==> src/rtl/m_iter_pkg.sv <==
`default_nettype none
// +----------------------------------------------------------------------------+
// | Module      : m_iter_pkg                                                   |
// | Description : Shared types and constants for the iterative M-extension     |
// |               co-processor: FSM state encoding, funct3 operation encoding, |
// |               and the opcode/funct7 pattern that selects an M instruction. |
// | Ports       : none (package)                                               |
// | Revision    : 1.0 - initial release                                        |
// +----------------------------------------------------------------------------+
package m_iter_pkg;

  typedef enum logic [2:0] {
    ST_IDLE = 3'd0,
    ST_MUL  = 3'd1,
    ST_DIV  = 3'd2,
    ST_FIX  = 3'd3,
    ST_DONE = 3'd4
  } state_t;

  typedef enum logic [2:0] {
    F3_MUL    = 3'd0,
    F3_MULH   = 3'd1,
    F3_MULHSU = 3'd2,
    F3_MULHU  = 3'd3,
    F3_DIV    = 3'd4,
    F3_DIVU   = 3'd5,
    F3_REM    = 3'd6,
    F3_REMU   = 3'd7
  } funct3_t;

  localparam logic [6:0] OPCODE = 7'b0110011;
  localparam logic [6:0] FUNCT7 = 7'b0000001;

  // funct3[2] separates the divide group from the multiply group.
  function automatic logic is_div_op(input logic [2:0] f3);
    return f3[2];
  endfunction

  // DIV and REM are the signed divide-group operations (funct3[0] clear).
  function automatic logic is_signed_div(input logic [2:0] f3);
    return f3[2] & ~f3[0];
  endfunction

endpackage

`default_nettype wire

==> src/rtl/m_iter_if.sv <==
`default_nettype none
// +----------------------------------------------------------------------------+
// | Module      : m_iter_if                                                    |
// | Description : PCPI-style co-processor bus between the core and the         |
// |               iterative multiply/divide unit.                              |
// | Signals     : pcpi_valid/pcpi_insn/pcpi_rs1/pcpi_rs2  core -> unit         |
// |               pcpi_wr/pcpi_rd/pcpi_wait/pcpi_ready     unit -> core        |
// | Modports    : master (core side), slave (unit side)                        |
// | Revision    : 1.0 - initial release                                        |
// +----------------------------------------------------------------------------+
interface m_iter_if #(
  parameter int XLEN = 32
);

  logic            pcpi_valid;
  logic [31:0]     pcpi_insn;
  logic [XLEN-1:0] pcpi_rs1;
  logic [XLEN-1:0] pcpi_rs2;
  logic            pcpi_wr;
  logic [XLEN-1:0] pcpi_rd;
  logic            pcpi_wait;
  logic            pcpi_ready;

  modport master (
    output pcpi_valid, pcpi_insn, pcpi_rs1, pcpi_rs2,
    input  pcpi_wr, pcpi_rd, pcpi_wait, pcpi_ready
  );

  modport slave (
    input  pcpi_valid, pcpi_insn, pcpi_rs1, pcpi_rs2,
    output pcpi_wr, pcpi_rd, pcpi_wait, pcpi_ready
  );

endinterface

`default_nettype wire

==> src/rtl/m_div_step.sv <==
`default_nettype none
// +----------------------------------------------------------------------------+
// | Module      : m_div_step                                                   |
// | Description : Combinational block performing DIV_STEP restoring-division   |
// |               steps on unsigned magnitudes.                                |
// | Ports       : i_rem  partial remainder in  (XLEN+1)                        |
// |               i_quo  dividend/quotient shift register in (XLEN)            |
// |               i_dvs  divisor magnitude (XLEN)                              |
// |               o_rem  partial remainder out (XLEN+1)                        |
// |               o_quo  dividend/quotient shift register out (XLEN)           |
// | Revision    : 1.0 - initial release                                        |
// +----------------------------------------------------------------------------+
module m_div_step #(
  parameter int XLEN     = 32,
  parameter int DIV_STEP = 1
) (
  input  logic [XLEN:0]   i_rem,
  input  logic [XLEN-1:0] i_quo,
  input  logic [XLEN-1:0] i_dvs,
  output logic [XLEN:0]   o_rem,
  output logic [XLEN-1:0] o_quo
);

  // The dividend shifts out of the top of the quotient register while quotient
  // bits shift in at the bottom, so one register serves both roles.
  always_comb begin
    logic [XLEN:0]   w_rem;
    logic [XLEN-1:0] w_quo;
    logic [XLEN+1:0] w_shift;
    logic [XLEN+1:0] w_diff;
    w_rem   = i_rem;
    w_quo   = i_quo;
    w_shift = '0;
    w_diff  = '0;
    for (int k = 0; k < DIV_STEP; k++) begin
      w_shift = {w_rem, w_quo[XLEN-1]};
      // The remainder stays below the divisor, so the shifted value never
      // reaches bit XLEN+1; that bit of the difference is therefore a borrow.
      w_diff  = w_shift - {2'b00, i_dvs};
      w_quo   = {w_quo[XLEN-2:0], ~w_diff[XLEN+1]};
      w_rem   = w_diff[XLEN+1] ? w_shift[XLEN:0] : w_diff[XLEN:0];
    end
    o_rem = w_rem;
    o_quo = w_quo;
  end

endmodule

`default_nettype wire

==> src/rtl/m_iter_unit.sv <==
`default_nettype none
// +----------------------------------------------------------------------------+
// | Module      : m_iter_unit                                                  |
// | Description : Iterative RISC-V M-extension co-processor. Single-cycle      |
// |               multiply, DIV_STEP-bit-per-cycle restoring divide with a     |
// |               sign-fixup cycle, and a fast path for divide-by-zero and     |
// |               signed overflow.                                             |
// | Ports       : clk     clock, rising edge                                   |
// |               resetn  asynchronous reset, active high                      |
// |               pcpi    slave side of m_iter_if (valid/insn/rs1/rs2 in,      |
// |                       wr/rd/wait/ready out)                                |
// | Revision    : 1.0 - initial release                                        |
// +----------------------------------------------------------------------------+
module m_iter_unit #(
  parameter int XLEN     = 32,
  parameter int DIV_STEP = 1
) (
  input  logic   clk,
  input  logic   resetn,
  m_iter_if.slave pcpi
);

  import m_iter_pkg::*;

  localparam int            NSTEP     = XLEN / DIV_STEP;
  localparam int            CW        = $clog2(NSTEP);
  localparam logic [CW-1:0] LAST_STEP = CW'(NSTEP - 1);

  generate
    if (!((XLEN == 32 || XLEN == 64) &&
          (DIV_STEP == 1 || DIV_STEP == 2 || DIV_STEP == 4))) begin : g_param_chk
      $error("m_iter_unit: unsupported XLEN/DIV_STEP combination");
    end
  endgenerate

  state_t          r_state;
  state_t          w_next;
  logic [CW-1:0]   r_cnt;
  logic [2:0]      r_f3;
  logic [XLEN-1:0] r_rs1;
  logic [XLEN-1:0] r_rs2;
  logic [XLEN-1:0] r_quo;
  logic [XLEN:0]   r_rem;
  logic [XLEN-1:0] r_dvs;
  logic            r_neg_q;
  logic            r_neg_r;
  logic [XLEN-1:0] r_result;

  // ---------------- accept decode ----------------
  logic [2:0]      w_f3;
  logic            w_accept;
  logic            w_sdiv;
  logic            w_s1_neg;
  logic            w_s2_neg;
  logic [XLEN-1:0] w_mag1;
  logic [XLEN-1:0] w_mag2;
  logic            w_div0;
  logic            w_ovf;
  logic            w_special;
  logic [XLEN-1:0] w_special_res;
  logic            w_unused_insn;

  assign w_f3     = pcpi.pcpi_insn[14:12];
  assign w_accept = (r_state == ST_IDLE) && pcpi.pcpi_valid &&
                    (pcpi.pcpi_insn[6:0] == OPCODE) &&
                    (pcpi.pcpi_insn[31:25] == FUNCT7);
  assign w_unused_insn = ^{pcpi.pcpi_insn[24:15], pcpi.pcpi_insn[11:7]};

  assign w_sdiv   = is_signed_div(w_f3);
  assign w_s1_neg = w_sdiv & pcpi.pcpi_rs1[XLEN-1];
  assign w_s2_neg = w_sdiv & pcpi.pcpi_rs2[XLEN-1];
  assign w_mag1   = w_s1_neg ? (~pcpi.pcpi_rs1 + 1'b1) : pcpi.pcpi_rs1;
  assign w_mag2   = w_s2_neg ? (~pcpi.pcpi_rs2 + 1'b1) : pcpi.pcpi_rs2;

  assign w_div0    = (pcpi.pcpi_rs2 == '0);
  assign w_ovf     = w_sdiv && (pcpi.pcpi_rs1 == {1'b1, {(XLEN-1){1'b0}}}) &&
                     (pcpi.pcpi_rs2 == '1);
  assign w_special = is_div_op(w_f3) && (w_div0 || w_ovf);

  // funct3[1] picks the remainder flavour within the divide group.
  always_comb begin
    w_special_res = '0;
    if (w_div0)
      w_special_res = w_f3[1] ? pcpi.pcpi_rs1 : '1;
    else
      w_special_res = w_f3[1] ? '0 : pcpi.pcpi_rs1;
  end

  // ---------------- multiply ----------------
  // Each operand is the (XLEN+1)-bit sign/zero extension; extending further to
  // 2*XLEN keeps the low 2*XLEN product bits exact.
  logic            w_a_sign;
  logic            w_b_sign;
  logic [2*XLEN-1:0] w_a_ext;
  logic [2*XLEN-1:0] w_b_ext;
  logic [2*XLEN-1:0] w_prod;
  logic [XLEN-1:0] w_mul_res;

  assign w_a_sign  = (r_f3 != F3_MULHU) & r_rs1[XLEN-1];
  assign w_b_sign  = ((r_f3 == F3_MUL) || (r_f3 == F3_MULH)) & r_rs2[XLEN-1];
  assign w_a_ext   = {{XLEN{w_a_sign}}, r_rs1};
  assign w_b_ext   = {{XLEN{w_b_sign}}, r_rs2};
  assign w_prod    = w_a_ext * w_b_ext;
  assign w_mul_res = (r_f3 == F3_MUL) ? w_prod[XLEN-1:0] : w_prod[2*XLEN-1:XLEN];

  // ---------------- divide ----------------
  logic [XLEN:0]   w_step_rem;
  logic [XLEN-1:0] w_step_quo;
  logic [XLEN-1:0] w_fix_res;

  m_div_step #(
    .XLEN     (XLEN),
    .DIV_STEP (DIV_STEP)
  ) u_div_step (
    .i_rem (r_rem),
    .i_quo (r_quo),
    .i_dvs (r_dvs),
    .o_rem (w_step_rem),
    .o_quo (w_step_quo)
  );

  // Neg flags are only ever set for signed ops, so unsigned ops pass through.
  always_comb begin
    w_fix_res = '0;
    if (r_f3[1])
      w_fix_res = r_neg_r ? (~r_rem[XLEN-1:0] + 1'b1) : r_rem[XLEN-1:0];
    else
      w_fix_res = r_neg_q ? (~r_quo + 1'b1) : r_quo;
  end

  // ---------------- state register ----------------
  always_ff @(posedge clk or posedge resetn) begin
    if (resetn)
      r_state <= ST_IDLE;
    else
      r_state <= w_next;
  end

  // ---------------- next state / outputs ----------------
  logic            w_wait;
  logic            w_ready;
  logic [XLEN-1:0] w_rd;

  always_comb begin
    w_next  = r_state;
    w_wait  = 1'b0;
    w_ready = 1'b0;
    w_rd    = '0;
    case (r_state)
      ST_IDLE: begin
        if (w_accept) begin
          if (w_special)
            w_next = ST_DONE;
          else if (is_div_op(w_f3))
            w_next = ST_DIV;
          else
            w_next = ST_MUL;
        end
      end
      ST_MUL: begin
        w_wait = 1'b1;
        w_next = pcpi.pcpi_valid ? ST_DONE : ST_IDLE;
      end
      ST_DIV: begin
        w_wait = 1'b1;
        if (!pcpi.pcpi_valid)
          w_next = ST_IDLE;
        else if (r_cnt == LAST_STEP)
          w_next = ST_FIX;
      end
      ST_FIX: begin
        w_wait = 1'b1;
        w_next = pcpi.pcpi_valid ? ST_DONE : ST_IDLE;
      end
      ST_DONE: begin
        w_ready = 1'b1;
        w_rd    = r_result;
        w_next  = ST_IDLE;
      end
      default: w_next = ST_IDLE;
    endcase
  end

  assign pcpi.pcpi_wait  = w_wait;
  assign pcpi.pcpi_ready = w_ready;
  assign pcpi.pcpi_wr    = w_ready;
  assign pcpi.pcpi_rd    = w_rd;

  // ---------------- datapath registers ----------------
  always_ff @(posedge clk or posedge resetn) begin
    if (resetn) begin
      r_cnt    <= '0;
      r_f3     <= '0;
      r_rs1    <= '0;
      r_rs2    <= '0;
      r_quo    <= '0;
      r_rem    <= '0;
      r_dvs    <= '0;
      r_neg_q  <= 1'b0;
      r_neg_r  <= 1'b0;
      r_result <= '0;
    end else begin
      case (r_state)
        ST_IDLE: begin
          if (w_accept) begin
            r_f3     <= w_f3;
            r_rs1    <= pcpi.pcpi_rs1;
            r_rs2    <= pcpi.pcpi_rs2;
            r_quo    <= w_mag1;
            r_dvs    <= w_mag2;
            r_rem    <= '0;
            r_cnt    <= '0;
            r_neg_q  <= w_s1_neg ^ w_s2_neg;
            r_neg_r  <= w_s1_neg;
            r_result <= w_special_res;
          end
        end
        ST_MUL: r_result <= w_mul_res;
        ST_DIV: begin
          r_quo <= w_step_quo;
          r_rem <= w_step_rem;
          r_cnt <= (r_cnt == LAST_STEP) ? '0 : r_cnt + CW'(1);
        end
        ST_FIX: r_result <= w_fix_res;
        default: ;
      endcase
    end
  end

endmodule

`default_nettype wire

==> src/flat_wrapper.sv <==
// flat-port wrapper written by rule: the top's interface ports become plain ports
module m_iter_unit_flat import m_iter_pkg::*;
#(
  parameter int XLEN     = 32,
  parameter int DIV_STEP = 1
)
  (clk, resetn, pcpi_pcpi_valid, pcpi_pcpi_insn, pcpi_pcpi_rs1, pcpi_pcpi_rs2, pcpi_pcpi_wr, pcpi_pcpi_rd, pcpi_pcpi_wait, pcpi_pcpi_ready);
  m_iter_if #(.XLEN(XLEN)) pcpi_i ();
  input  logic clk;
  input  logic resetn;
  input wire logic [$bits(pcpi_i.pcpi_valid)-1:0] pcpi_pcpi_valid;
  input wire logic [$bits(pcpi_i.pcpi_insn)-1:0] pcpi_pcpi_insn;
  input wire logic [$bits(pcpi_i.pcpi_rs1)-1:0] pcpi_pcpi_rs1;
  input wire logic [$bits(pcpi_i.pcpi_rs2)-1:0] pcpi_pcpi_rs2;
  output wire logic [$bits(pcpi_i.pcpi_wr)-1:0] pcpi_pcpi_wr;
  output wire logic [$bits(pcpi_i.pcpi_rd)-1:0] pcpi_pcpi_rd;
  output wire logic [$bits(pcpi_i.pcpi_wait)-1:0] pcpi_pcpi_wait;
  output wire logic [$bits(pcpi_i.pcpi_ready)-1:0] pcpi_pcpi_ready;
  assign pcpi_i.pcpi_valid = pcpi_pcpi_valid;
  assign pcpi_i.pcpi_insn = pcpi_pcpi_insn;
  assign pcpi_i.pcpi_rs1 = pcpi_pcpi_rs1;
  assign pcpi_i.pcpi_rs2 = pcpi_pcpi_rs2;
  assign pcpi_pcpi_wr = pcpi_i.pcpi_wr;
  assign pcpi_pcpi_rd = pcpi_i.pcpi_rd;
  assign pcpi_pcpi_wait = pcpi_i.pcpi_wait;
  assign pcpi_pcpi_ready = pcpi_i.pcpi_ready;
  m_iter_unit #(.XLEN(XLEN), .DIV_STEP(DIV_STEP)) u_core (.clk(clk), .resetn(resetn), .pcpi(pcpi_i));
endmodule
==> config.mk <==
export PLATFORM = sky130hd
export DESIGN_NAME = m_iter_unit_flat
export DESIGN_NICKNAME = d
export VERILOG_FILES = /design/src/rtl/m_iter_pkg.sv /design/src/rtl/m_iter_if.sv /design/src/rtl/m_div_step.sv /design/src/rtl/m_iter_unit.sv /design/src/flat_wrapper.sv
export SDC_FILE = /design/constraint.sdc
export NUM_CORES = 2
export LEC_CHECK = 0
export ABC_AREA = 1
export BUFFER_PORTS_ARGS = -buffer_cell sky130_fd_sc_hd__buf_2
export CELL_PAD_IN_SITES_DETAIL_PLACEMENT = 0
export CELL_PAD_IN_SITES_GLOBAL_PLACEMENT = 1
export CORE_ASPECT_RATIO = 0.8
export CORE_UTILIZATION = 49
export CTS_BUF_LIST = sky130_fd_sc_hd__clkbuf_4 sky130_fd_sc_hd__clkbuf_8
export DETAILED_ROUTE_END_ITERATION = 10
export GPL_TIMING_DRIVEN = 0
export PLACE_DENSITY_LB_ADDON = 0.15
export REMOVE_ABC_BUFFERS = 1
export SLEW_MARGIN = 20
export SYNTH_ARGS = -nofsm -noshare
export SYNTH_HDL_FRONTEND = slang
export SYNTH_SLANG_ARGS = --single-unit
==> constraint.sdc <==
create_clock -name clk -period 8.5 [get_ports clk]
set_input_delay 0.425 -clock clk [delete_from_list [all_inputs] [get_ports clk]]
set_output_delay 0.425 -clock clk [all_outputs]
set_load 0.01 [all_outputs]
==> impl_metrics.json <==
{
  "drc": 0,
  "die_w_um": 380.3,
  "ys_warn_count": 0,
  "grt_max_degree": 88,
  "grt_util_met1_pct": 48.59,
  "postSynth.asyncResetShare_pct": 100.0,
  "slew_viol_final": 0,
  "routed_via_density": 5.298,
  "yosys.area_share.simple_pct": 21.47,
  "p_leak_nw": 31.61,
  "synth.largest_area_cell": "fa_1",
  "drt_iter0_markers": 3986,
  "worst_path_max_delay_cell": "fa_2",
  "most-common-layout-cells": "2019 x nand2_1, 1970 x inv_1, 1118 x fa_1",
  "ctsHtreeMaxLevel": 2,
  "avgSynthCellArea_um2": 7.354,
  "fin_util_pct": 53.08,
  "worstPathArrival_ns": 8.70,
  "grt-ovfl-total": 0,
  "hold_end": "u_core.r_dvs[24]",
  "p_total_mw": 4.913,
  "cp_data_required_time_ns": 9.03,
  "cts_tree": "yes",
  "hpwl_um": 153900,
  "drtAntennaViolNets": 0,
  "worstSkewPairLatency_ns": 0.61,
  "cp_slowest_stage_delay_ns": 0.64,
  "max_cap_violations": 0,
  "cp-end-kind": "flip-flop",
  "chipHeight_um": 304.6,
  "grt_pass1_vias": 49020,
  "layout_commonest_cell": "nand2_1",
  "r2r-end": "u_core.r_result[25]",
  "cts_root_buffer": "clkbuf_8",
  "numClockSinks": 205,
  "ys.flop_type": "dfrtp_1",
  "synthXorXnorAreaFrac_pct": 0.9523,
  "setup_ws_ns": 0.3330,
  "synthAdderAreaFrac_pct": 46.08,
  "setup_tns_ns": 0,
  "reg2reg_setup_slack_ns": 0.33,
  "yosys.cell_types.count": 57,
  "min_from": "pcpi_pcpi_rs2[24]",
  "grt_pass1_wl_um": 289000,
  "post_dp_cell_area_mm2": 0.05886,
  "clock.fmax_mhz": 122.4,
  "cp_max_fo": 32,
  "synth_edf_count": 0,
  "hp-class": "in2reg",
  "detail_route.wl_per_cell_um": 20.03,
  "port_buffers": 118,
  "row_count": 110,
  "seq_area_frac_synth_pct": 9.144,
  "start_util_pct": 49.65,
  "met2_usage_pct": 50.05,
  "cts_inserted_buffers": 38,
  "clk_path_buf_depth": 3,
  "syn_area_mm2": 0.05610,
  "dp_worst_setup_slack_ns": -1.985,
  "period_share_pct": 96.08,
  "min_path_cells": 3,
  "placed_cells": 8972,
  "path_class": "reg2reg",
  "design_area_mm2": 0.05997,
  "grt_use_met3_pct": 3.831,
  "antenna_found_initial": 4,
  "yosys-mux-area-fraction_pct": 0,
  "power_density_mw_per_mm2": 81.92,
  "first_pass_iters": 7,
  "synth_top_area_share_pct": 40.18,
  "vias": 48010,
  "start_kind": "flip-flop",
  "gp_congestion": 0.9877,
  "grt_busiest_layer": "met2",
  "drive_above_1_share_pct": 5.950,
  "status": "completed",
  "io_pins": 134,
  "synth_top_family_by_area": "adder cells",
  "reg2reg_depth": 31,
  "nets": 8993,
  "dieArea_mm2": 0.1159,
  "rsz0062_at_grt": "false",
  "drt-total-wl_um": 181500,
  "ys_ff_latch": 205,
  "core-area_mm2": 0.1130,
  "r2r_start": "u_core.r_dvs[0]",
  "hold_ws_ns": 0.09215,
  "grtUsageTotal_pct": 32.15,
  "fin_cells": 9061,
  "finalSetupViolCount": 0,
  "layout_min_cycle_time_ns": 8.167,
  "worstMarginPinSlew_ns": 1.103,
  "synthToLayoutAreaGrowth_pct": 6.903,
  "hold_viol": 0,
  "yosys-top-cells-area": "fa_1 40%, nand2_1 14%, inv_1 13%",
  "relSlewSlack_pct": 26.21,
  "skew_ns": 0.03988,
  "synth_compound_area_share_pct": 6.363,
  "peakVddDrop_uv": 110.7,
  "clk_pin_slew_ns": 0.07,
  "syn_inst": 7629
}
-- sequential cells by signal, summed over array words and instances (netlist names) --
| name | flops |
|---|---|
| u_core.r_rem | 33 |
| u_core.r_dvs | 32 |
| u_core.r_quo | 32 |
| u_core.r_result | 32 |
| u_core.r_rs1 | 32 |
| u_core.r_rs2 | 31 |
| u_core.r_cnt | 5 |
| u_core.r_f3 | 3 |
| u_core.r_state | 3 |
| u_core.r_neg_q | 1 |
| u_core.r_neg_r | 1 |
-- timing repair --
action / in CTS / in global routing
endpoints found under the hold margin: 51 / 0
setup buffers: 8 / 8
hold buffers: 1 / 0
pin swaps: 2 / 7
setup endpoints to repair: 29 / 17
gates resized for setup: 15 / 16
-- critical path, delay by kind of cell, from the launching register on --
family	cells	cell delay, ns
and+or+nand+nor	11	1.39
AOI/OAI and AO/OA	1	0.17
buffers and inverters	10	1.27
DFF	1	0.46
adders and majority gates	9	4.72
-- logic make-up (layout without fill, tap and decap cells) --
kind of cell	Yosys count	after routing
adder cells (fa/ha/maj)	1394	1394
AND/OR/NAND/NOR	2976	2976
XOR/XNOR	61	61
other	0	3
buffers and inverters	2363	2280
flip-flops	205	205
AO/OA/AOI/OAI	630	630
-- report_power, final --
group	switching (mW)	leakage [nW]	internal, mW	total, mW
logic	1.58	28.7	0.732	2.31
registers	0.285	2.47	1.19	1.48
clock network	0.499	0.454	0.624	1.12
-- cell usage after synthesis, drive strengths merged (48+ instances only) --
cell type  count
nand2       2028
inv         1997
fa          1126
nor2         455
nand3        342
clkbuf       312
o21ai        275
ha           251
a21oi        212
dfrtp        205
nand4         64
buf           52
nor3          48
-- how the worst max path moves through the flow --
| stage | start | end | slack (ns) | cells after the start |
|---|---|---|---|---|
| 5_1_grt | u_core.r_f3[1] | u_core.r_result[25] | 0.03 | 31 |
| 6_report | u_core.r_dvs[0] | u_core.r_result[25] | 0.33 | 31 |
| 4_1_cts | u_core.r_f3[2] | u_core.r_result[25] | 0.001 | 31 |
| 2_1_floorplan | u_core.r_f3[1] | u_core.r_result[31] | 0.40 | 30 |
| 3_3_place_gp | u_core.r_f3[1] | u_core.r_result[18] | -2.75 | 31 |
| 3_5_place_dp | u_core.r_f3[2] | u_core.r_result[18] | -1.99 | 32 |
-- layer usage --
layer,routed length (um),vias up
met3,12700,190
met2,80770,1667
met1,84670,24110
met4,3372,0
met5,0,-
li1,-,22040
-- cell type report --
cell class	count	area, um^2
diodes	3	7.507
clock buffers	59	737.0
clock inverters	10	133.9
fillers	11180	53020
inverters	1999	7531
multi-input cells	5061	42120
flip-flops and latches	205	5218
well taps	1512	1892
repair buffers	212	2335
No activity file was read; power rests on OpenSTA's default activity.
